<file path="config.mk">
export PLATFORM = sky130hd
export DESIGN_NAME = sync_debounce
export DESIGN_NICKNAME = d
export VERILOG_FILES = /design/src/rtl/sync_debounce.sv
export SDC_FILE = /design/constraint.sdc
export NUM_CORES = 1
export LEC_CHECK = 0
export BUFFER_PORTS_ARGS = -buffer_cell sky130_fd_sc_hd__clkbuf_2
export CAP_MARGIN = 20
export CORE_AREA = 2 2 39 41
export DETAILED_ROUTE_END_ITERATION = 10
export DIE_AREA = 0 0 41 43
export GPL_TIMING_DRIVEN = 0
export SYNTH_ARGS = -nofsm -noshare
export SYNTH_HDL_FRONTEND = slang
export SYNTH_SLANG_ARGS = --single-unit
</file>
<file path="constraint.sdc">
create_clock -name clk -period 2.9 [get_ports clk]
set_input_delay 0.725 -clock clk [delete_from_list [all_inputs] [get_ports clk]]
set_output_delay 0.725 -clock clk [all_outputs]
set_load 0.05 [all_outputs]
</file>
<file path="src/rtl/sync_debounce.sv">
// Input conditioning: SYNC_STAGES-deep synchronizer feeding a debounce FSM that
// accepts a new level only after DEBOUNCE_CYCLES consecutive matching samples.
module sync_debounce #(
  parameter int unsigned SYNC_STAGES     = 2,
  parameter int unsigned DEBOUNCE_CYCLES = 4
) (
  input  logic clk,
  input  logic rst,
  input  logic din,
  output logic dout,
  output logic rise,
  output logic fall,
  output logic busy
);

  localparam int unsigned CNT_W = $clog2(DEBOUNCE_CYCLES);
  localparam logic [CNT_W-1:0] CNT_ONE  = CNT_W'(1);
  localparam logic [CNT_W-1:0] CNT_LAST = CNT_W'(DEBOUNCE_CYCLES - 1);

  typedef enum logic [1:0] {
    LOW       = 2'd0,
    WAIT_HIGH = 2'd1,
    HIGH      = 2'd2,
    WAIT_LOW  = 2'd3
  } state_t;

  logic [SYNC_STAGES-1:0] sync_q;
  logic [SYNC_STAGES-1:0] sync_d;
  logic                   s;

  state_t           state_q;
  logic [CNT_W-1:0] cnt_q;
  logic             dout_q;
  logic             rise_q;
  logic             fall_q;
  logic             busy_q;

  // Plain shift chain: nothing may sit between the flops, or metastability
  // resolution time is lost.
  assign sync_d = {sync_q[SYNC_STAGES-2:0], din};
  assign s      = sync_q[SYNC_STAGES-1];

  // NOTE: sequential state uses non-blocking assignments so every flop samples
  // pre-edge values regardless of statement order.
  always_ff @(posedge clk or posedge rst) begin
    if (rst) begin
      sync_q <= '0;
    end else begin
      sync_q <= sync_d;
    end
  end

  always_ff @(posedge clk or posedge rst) begin
    if (rst) begin
      state_q <= LOW;
      cnt_q   <= '0;
      dout_q  <= 1'b0;
      rise_q  <= 1'b0;
      fall_q  <= 1'b0;
      busy_q  <= 1'b0;
    end else begin
      // NOTE: strobes default low each cycle so they can only ever be one cycle wide.
      rise_q <= 1'b0;
      fall_q <= 1'b0;
      case (state_q)
        LOW: begin
          if (s) begin
            state_q <= WAIT_HIGH;
            cnt_q   <= CNT_ONE;
            busy_q  <= 1'b1;
          end
        end
        WAIT_HIGH: begin
          if (!s) begin
            state_q <= LOW;
            cnt_q   <= '0;
            busy_q  <= 1'b0;
          end else if (cnt_q == CNT_LAST) begin
            state_q <= HIGH;
            cnt_q   <= '0;
            dout_q  <= 1'b1;
            rise_q  <= 1'b1;
            busy_q  <= 1'b0;
          end else begin
            cnt_q <= cnt_q + CNT_ONE;
          end
        end
        HIGH: begin
          if (!s) begin
            state_q <= WAIT_LOW;
            cnt_q   <= CNT_ONE;
            busy_q  <= 1'b1;
          end
        end
        WAIT_LOW: begin
          if (s) begin
            state_q <= HIGH;
            cnt_q   <= '0;
            busy_q  <= 1'b0;
          end else if (cnt_q == CNT_LAST) begin
            state_q <= LOW;
            cnt_q   <= '0;
            dout_q  <= 1'b0;
            fall_q  <= 1'b1;
            busy_q  <= 1'b0;
          end else begin
            cnt_q <= cnt_q + CNT_ONE;
          end
        end
        default: begin
          state_q <= LOW;
          cnt_q   <= '0;
          dout_q  <= 1'b0;
          busy_q  <= 1'b0;
        end
      endcase
    end
  end

  assign dout = dout_q;
  assign rise = rise_q;
  assign fall = fall_q;
  assign busy = busy_q;

endmodule

</file>
==> results of run 1 <==
## stage by stage
| stage | util (%) | hold slack, ns | cell area (um^2) | total power, W | setup slack [ns] |
|---|---|---|---|---|---|
| global route | 34.0 | 0.369 | 470 | 0.000497 | 1.21 |
| detailed placement | 32.4 | 0.340 | 448 | 0.000372 | 1.55 |
| CTS | 34.0 | 0.354 | 470 | 0.000470 | 1.25 |
| finish | 34.0 | 0.352 | 470 | 0.000460 | 1.27 |
| floorplan | - | 0.331 | 398 | 0.000336 | 1.56 |
| global placement | 32.4 | 0.334 | 448 | 0.000368 | 1.55 |
## routing by layer
metal / share of wire, % / track usage (%)
met5: 0 / 0
met4: 6.3 / 12.0
met3: 6.3 / 4.71
met2: 43 / 11.9
met1: 45 / 12.1
## report_power, final
part | switching, W | internal [W] | leakage (nW)
registers | 0.0000427 | 0.000179 | 0.125
logic | 0.0000868 | 0.0000579 | 0.0828
clock network | 0.0000462 | 0.0000479 | 0.0138
total | 0.000176 | 0.000285 | 0.221
## worst max-delay path by stage
stage,start,slack (ns),end,depth (start not counted)
2_1_floorplan,dout$_DFFE_PP0P_,1.56,dout,0
3_3_place_gp,dout$_DFFE_PP0P_,1.55,dout,1
3_5_place_dp,dout$_DFFE_PP0P_,1.55,dout,1
4_1_cts,dout$_DFFE_PP0P_,1.25,dout,1
5_1_grt,dout$_DFFE_PP0P_,1.21,dout,1
6_report,dout$_DFFE_PP0P_,1.27,dout,1
## state kept, by name, indices dropped and copies added (netlist names), named ones only
register,count
busy,1
cnt_q,2
dout,1
fall,1
rise,1
state_q,1
sync_q,2
## final cells by class
cell class	instances	area share, %
flip-flops and latches	10	53.2
multi-input cells	19	29.8
repair buffers	6	6.38
well taps	16	4.26
inverters	2	1.60
clock buffers	3	4.79
## cell families after synthesis
group	Yosys count	share of synthesized area (%)
mux	1	2.83
simple gates	7	10.1
fa+ha+maj	2	6.29
xor+xnor	1	4.09
compound gates	8	12.0
flops	10	62.9
buf+inv	2	1.89
## placed cells by master (no fill, tap or decap)
cell       Yosys  final
nor3b_1        2      2
nand2_1        2      2
inv_1          2      2
clkbuf_4       0      3
and2_1         1      1
mux2_2         1      1
clkbuf_2       0      6
o2bb2ai_1      1      1
dfrtp_1       10     10
nand2b_1       1      1
o21ai_0        4      4
nand3_1        1      1
xor2_2         1      1
a21oi_1        1      1
o21a_1         1      1
a31oi_1        1      1
ha_1           2      2
==> impl_metrics.tcl, run 1 <==
set metrics [dict create \
    run_status "completed" \
    slew_headroom_pct 75.4 \
    wire_per_inst_um 10.6 \
    p_per_area_nw_per_um2 979 \
    cts_buffer_depth 2 \
    regToRegStartpoint "cnt_q[0]$_DFFE_PP0P_" \
    drcViolationCount 0 \
    rsz0062_at_grt "no" \
    setup_viol 0 \
    drive_above_1_share_pct 27.5 \
    synth-edff-count 0 \
    cts_resized 0 \
    postCtsSetupBuffers 0 \
    crit_type "reg -> out" \
    syn_to_final_growth_pct 18.2 \
    synth_top_area_share_pct 62.9 \
    synth_ff_type "dfrtp_1" \
    dp_cells 53 \
    io_pins 7 \
    ys_async_sr_fraction_pct 100 \
    vias 255 \
    synthTopCellsByArea "dfrtp_1, ha_1, o21ai_0, xor2_2, nor3b_1" \
    grt_max_degree 11 \
    yosysTopAreaCell "dfrtp_1" \
    cp_slowest_cell "dfrtp_1" \
    yosysWarnings 0 \
    die_w_um 41 \
    final_cells 56 \
    drv_slew 0 \
    clock_sinks 10 \
    maxCapViolCount 0 \
    routabilityCongestion 0.719 \
    layout.nets 47 \
    viasPerCell 4.55 \
    n_fill_cell 149 \
    drt_first_pass_iters 1 \
    hold_viol 0 \
    grt_pass1_vias 259 \
    multi_input_area_um2 140 \
    ys_seq_area_share_pct 62.9 \
    max_freq_mhz 612 \
    synth_area_um2 398 \
    crit_chain "clkbuf_2" \
    core_um2 1380 \
    path_clk_slew_ns 0.06 \
    cts_root_buf "clkbuf_4" \
    fin_crit_sh_pct 56.4 \
    postRouteAntennaNets 0 \
    grt_first_pass_wirelength_mm 1.08 \
    ff2ff_setup_slack_ns 1.70 \
    num_antenna_cells 0 \
    synth_most_common_cell "dfrtp_1" \
    synth-seq-cells 10 \
    postCtsHoldBufs 0 \
    whs_path_depth 0 \
    endpoint_kind "output port" \
    fin_tns_setup_ns 0 \
    htreeDepth 1 \
    startpoint_type "flip-flop" \
    drtIter0Drc 0 \
    p_leak_nw 0.221 \
    worstMarginPinSlew_ns 0.369 \
    slowest_delay_ns 0.36 \
    start_util_pct 28.8 \
    dieArea_um2 1760 \
    regArea_um2 250 \
    critPathTopFamily "flip-flops" \
    grt_usage_pct 10.3 \
    finClkSkew_ns 0.00361 \
    antenna_found_initial 0 \
    ir_drop_mv 0.325 \
    totalWireLength_um 591 \
    holdCritPathClass "reg -> reg" \
    worst-path-buf-inv 1 \
    synth_cell_types 15 \
    grt_overflow 0 \
    dp_hpwl_um 430 \
    worst_ep_arrival_time_ns 0.91 \
    critPathRequiredTime_ns 2.17 \
    min_to "sync_q[1]$_DFF_PP0_" \
    port_buffers 6 \
    die_height_um 43 \
    hold_path_startpoint "sync_q[0]$_DFF_PP0_" \
    num_rows 14 \
    period_needed_ns 1.63 \
    ys_top_cells_by_count "dfrtp_1, o21ai_0" \
    reg2regPathDepth 3 \
    numCtsBuffers 3 \
    synth_cells 31 \
    cts_tree "yes" \
    avgSynthCellArea_um2 12.8 \
    path_max_fanout 3 \
    syn_nets 36 \
    clock_latency_ns 0.27 \
]
Power figures use the tool's default switching activity.
==> inputs of run 2 (changes only) <==
--- a/config.mk
+++ b/config.mk
@@ -5,6 +5,7 @@
 export SDC_FILE = /design/constraint.sdc
 export NUM_CORES = 1
 export LEC_CHECK = 0
+export ABC_AREA = 1
 export BUFFER_PORTS_ARGS = -buffer_cell sky130_fd_sc_hd__clkbuf_2
 export CAP_MARGIN = 20
 export CORE_AREA = 2 2 39 41
==> constraint.sdc (replaced) <==
create_clock -name clk -period 1.35 [get_ports clk]
set_input_delay 0.3375 -clock clk [delete_from_list [all_inputs] [get_ports clk]]
set_output_delay 0.3375 -clock clk [all_outputs]
set_load 0.05 [all_outputs]
==> run 2 against run 1 <==
Register-to-register slack got worse by 1.4 ns. Count of clock-buffer cells in the layout rose by 1. Wire length rose by 12%. Core utilization rose by 2.4 points. Die area did not move. Flip-flop and latch count did not move. Largest power group unchanged. Cell count rose by 30%. Combinational power rose to 2.8 times the previous value. Synthesized area rose by 5.0%. Setup slack got worse by 1.2 ns. Clock power rose to 2.8 times the previous value. Total power rose by 150%.
==> impl_metrics.tcl, run 2 <==
set metrics [dict create \
    port_buffers 6 \
    clock_sinks 10 \
    syn_nets 52 \
    synth_top_family_by_area "simple AND/OR/NAND/NOR gates" \
    cts_resized 0 \
    num_rows 14 \
    critPathTopFamily "flip-flops" \
    clock_latency_ns 0.26 \
    core_um2 1380 \
    dp_hpwl_um 505 \
    totalWireLength_um 661 \
    synth_compound_area_share_pct 4.79 \
    cts_tree "yes" \
    grt_max_degree 11 \
    setup_viol 0 \
    synth_cells 47 \
    slowest_delay_ns 0.37 \
    synth_xor_area_share_pct 0 \
    start_util_pct 30.2 \
    cp_num_cells 1 \
    fin_crit_sh_pct 92.9 \
    critPathRequiredTime_ns 1.01 \
    htreeDepth 1 \
    die_w_um 41 \
    hold_viol 0 \
    synth_most_common_cell "nand2_1" \
    dp_slack_ns 0.306 \
    drive_above_1_share_pct 17.5 \
    worst-path-buf-inv 1 \
    layout.nets 63 \
    ys_seq_area_share_pct 59.9 \
    final_common_cell "nand2_1" \
    num_antenna_cells 0 \
    fin_tns_setup_ns 0 \
    final_cell_mix "nand2_1, inv_1, dfrtp_1" \
    synthSimpleGateAreaFrac_pct 20.4 \
    grt_overflow 0 \
    viasPerCell 4.22 \
    io_pins 7 \
    wire_per_inst_um 9.05 \
    synthAdderAreaFrac_pct 5.99 \
    vias 308 \
    dieArea_um2 1760 \
    synth_cell_types 10 \
    path_clk_slew_ns 0.07 \
    grt_usage_pct 9.01 \
    yosysWarnings 0 \
    synth_area_um2 418 \
    worstMarginPinSlew_ns 0.377 \
    cts_buffer_depth 2 \
    avgSynthCellArea_um2 8.89 \
    ys_top_cells_by_count "nand2_1, dfrtp_1, inv_1" \
    endpoint_kind "output port" \
    p_per_area_nw_per_um2 2280 \
    crit_chain "clkbuf_2" \
    holdCritPathClass "in -> async" \
    maxCapViolCount 0 \
    ys_async_sr_fraction_pct 100 \
    worst_ep_arrival_time_ns 0.92 \
    antenna_found_initial 0 \
    grt_pass1_vias 262 \
    setup_ws_ns 0.0958 \
    drv_slew 0 \
    path_max_fanout 3 \
    synth_top_area_share_pct 59.9 \
    synth_ff_type "dfrtp_1" \
    drcViolationCount 0 \
    syn_to_final_growth_pct 20.7 \
    fin_util_pct 36.4 \
    postRouteAntennaNets 0 \
    worstReg2RegEnd "dout$_DFFE_PP0P_" \
    postCtsSetupBuffers 0 \
    ir_drop_mv 0.684 \
    rsz0062_at_grt "no" \
    power_w 0.00115 \
    die_height_um 43 \
    synthTopCellsByArea "dfrtp_1, nand2_1, inv_1, ha_1, nand3_1" \
    drt_first_pass_iters 4 \
    grt_first_pass_wirelength_mm 1.04 \
    synth-edff-count 0 \
    run_status "completed" \
    p_leak_nw 0.295 \
    startpoint_type "flip-flop" \
    final_cells 73 \
    regToRegStartpoint "cnt_q[0]$_DFFE_PP0P_" \
    drtIter0Drc 3 \
    ff2ff_setup_slack_ns 0.30 \
    dp_cells 69 \
    reg2regPathDepth 5 \
    cp_slowest_cell "dfrtp_1" \
    slew_headroom_pct 74.8 \
    period_needed_ns 1.25 \
    reg_top3 "cnt_q x2, sync_q x2" \
    crit_type "reg -> out" \
    postCtsHoldBufs 0 \
    yosysTopAreaCell "dfrtp_1" \
    cts_root_buf "clkbuf_4" \
    synth-seq-cells 10 \
    numCtsBuffers 3 \
    routabilityCongestion 0.756 \
    muxShareOfSynthArea_pct 0 \
    finClkSkew_ns 0.00830 \
    max_freq_mhz 797 \
]
run 2: cell types whose count changed after synthesis, sizes merged, moves of 2 or more:
cell,previous run,this run
nor3,0,2
inv,2,10
nand2,2,15
nor3b,2,0
nand3,1,3
run 2: cell type report:
type | instances | area, um^2
Clock buffer | 4 | 36.3
Fill cell | 140 | 880
Inverter | 10 | 37.5
Multi-Input combinational cell | 27 | 130
Sequential cell | 10 | 250
Tap cell | 16 | 20.0
Timing Repair Buffer | 6 | 30.0
run 2: cell families (layout without fill, tap and decap cells):
| logic type | Yosys count | count (layout) |
|---|---|---|
| DFF | 10 | 10 |
| and+or+nand+nor | 21 | 21 |
| AOI/OAI and AO/OA | 4 | 4 |
| buffers and inverters | 10 | 20 |
| adders and majority gates | 2 | 2 |
run 2: power by group:
part / leakage, nW / internal (W) / switching [W]
registers: 0.124 / 0.000394 / 0.0000834
clock network: 0.0210 / 0.000164 / 0.000101
logic: 0.150 / 0.000120 / 0.000289
run 2: worst max-delay path by stage:
stage,start,slack (ns),end
floorplan,cnt_q[0]$_DFFE_PP0P_,0.39,dout$_DFFE_PP0P_
global placement,cnt_q[0]$_DFFE_PP0P_,0.33,dout$_DFFE_PP0P_
detailed placement,cnt_q[0]$_DFFE_PP0P_,0.31,dout$_DFFE_PP0P_
CTS,busy$_DFFE_PP0P_,0.08,busy
global route,busy$_DFFE_PP0P_,0.05,busy
finish,busy$_DFFE_PP0P_,0.1,busy
run 2: stage by stage:
| step | hold WS [ns] | area, um^2 |
|---|---|---|
| after floorplan | 0.178 | 418 |
| after global placement | 0.306 | 468 |
| after detailed placement | 0.318 | 468 |
| after CTS | 0.0291 | 504 |
| after global routing | 0.0534 | 504 |
| final | 0.0164 | 504 |
run 2: per-layer routing:
layer / track usage (%) / part of all wire, %
met1: 10.6 / 46
met3: 6.28 / 7.6
met5: 0 / 0
met2: 12.2 / 46
met4: 4.00 / 0
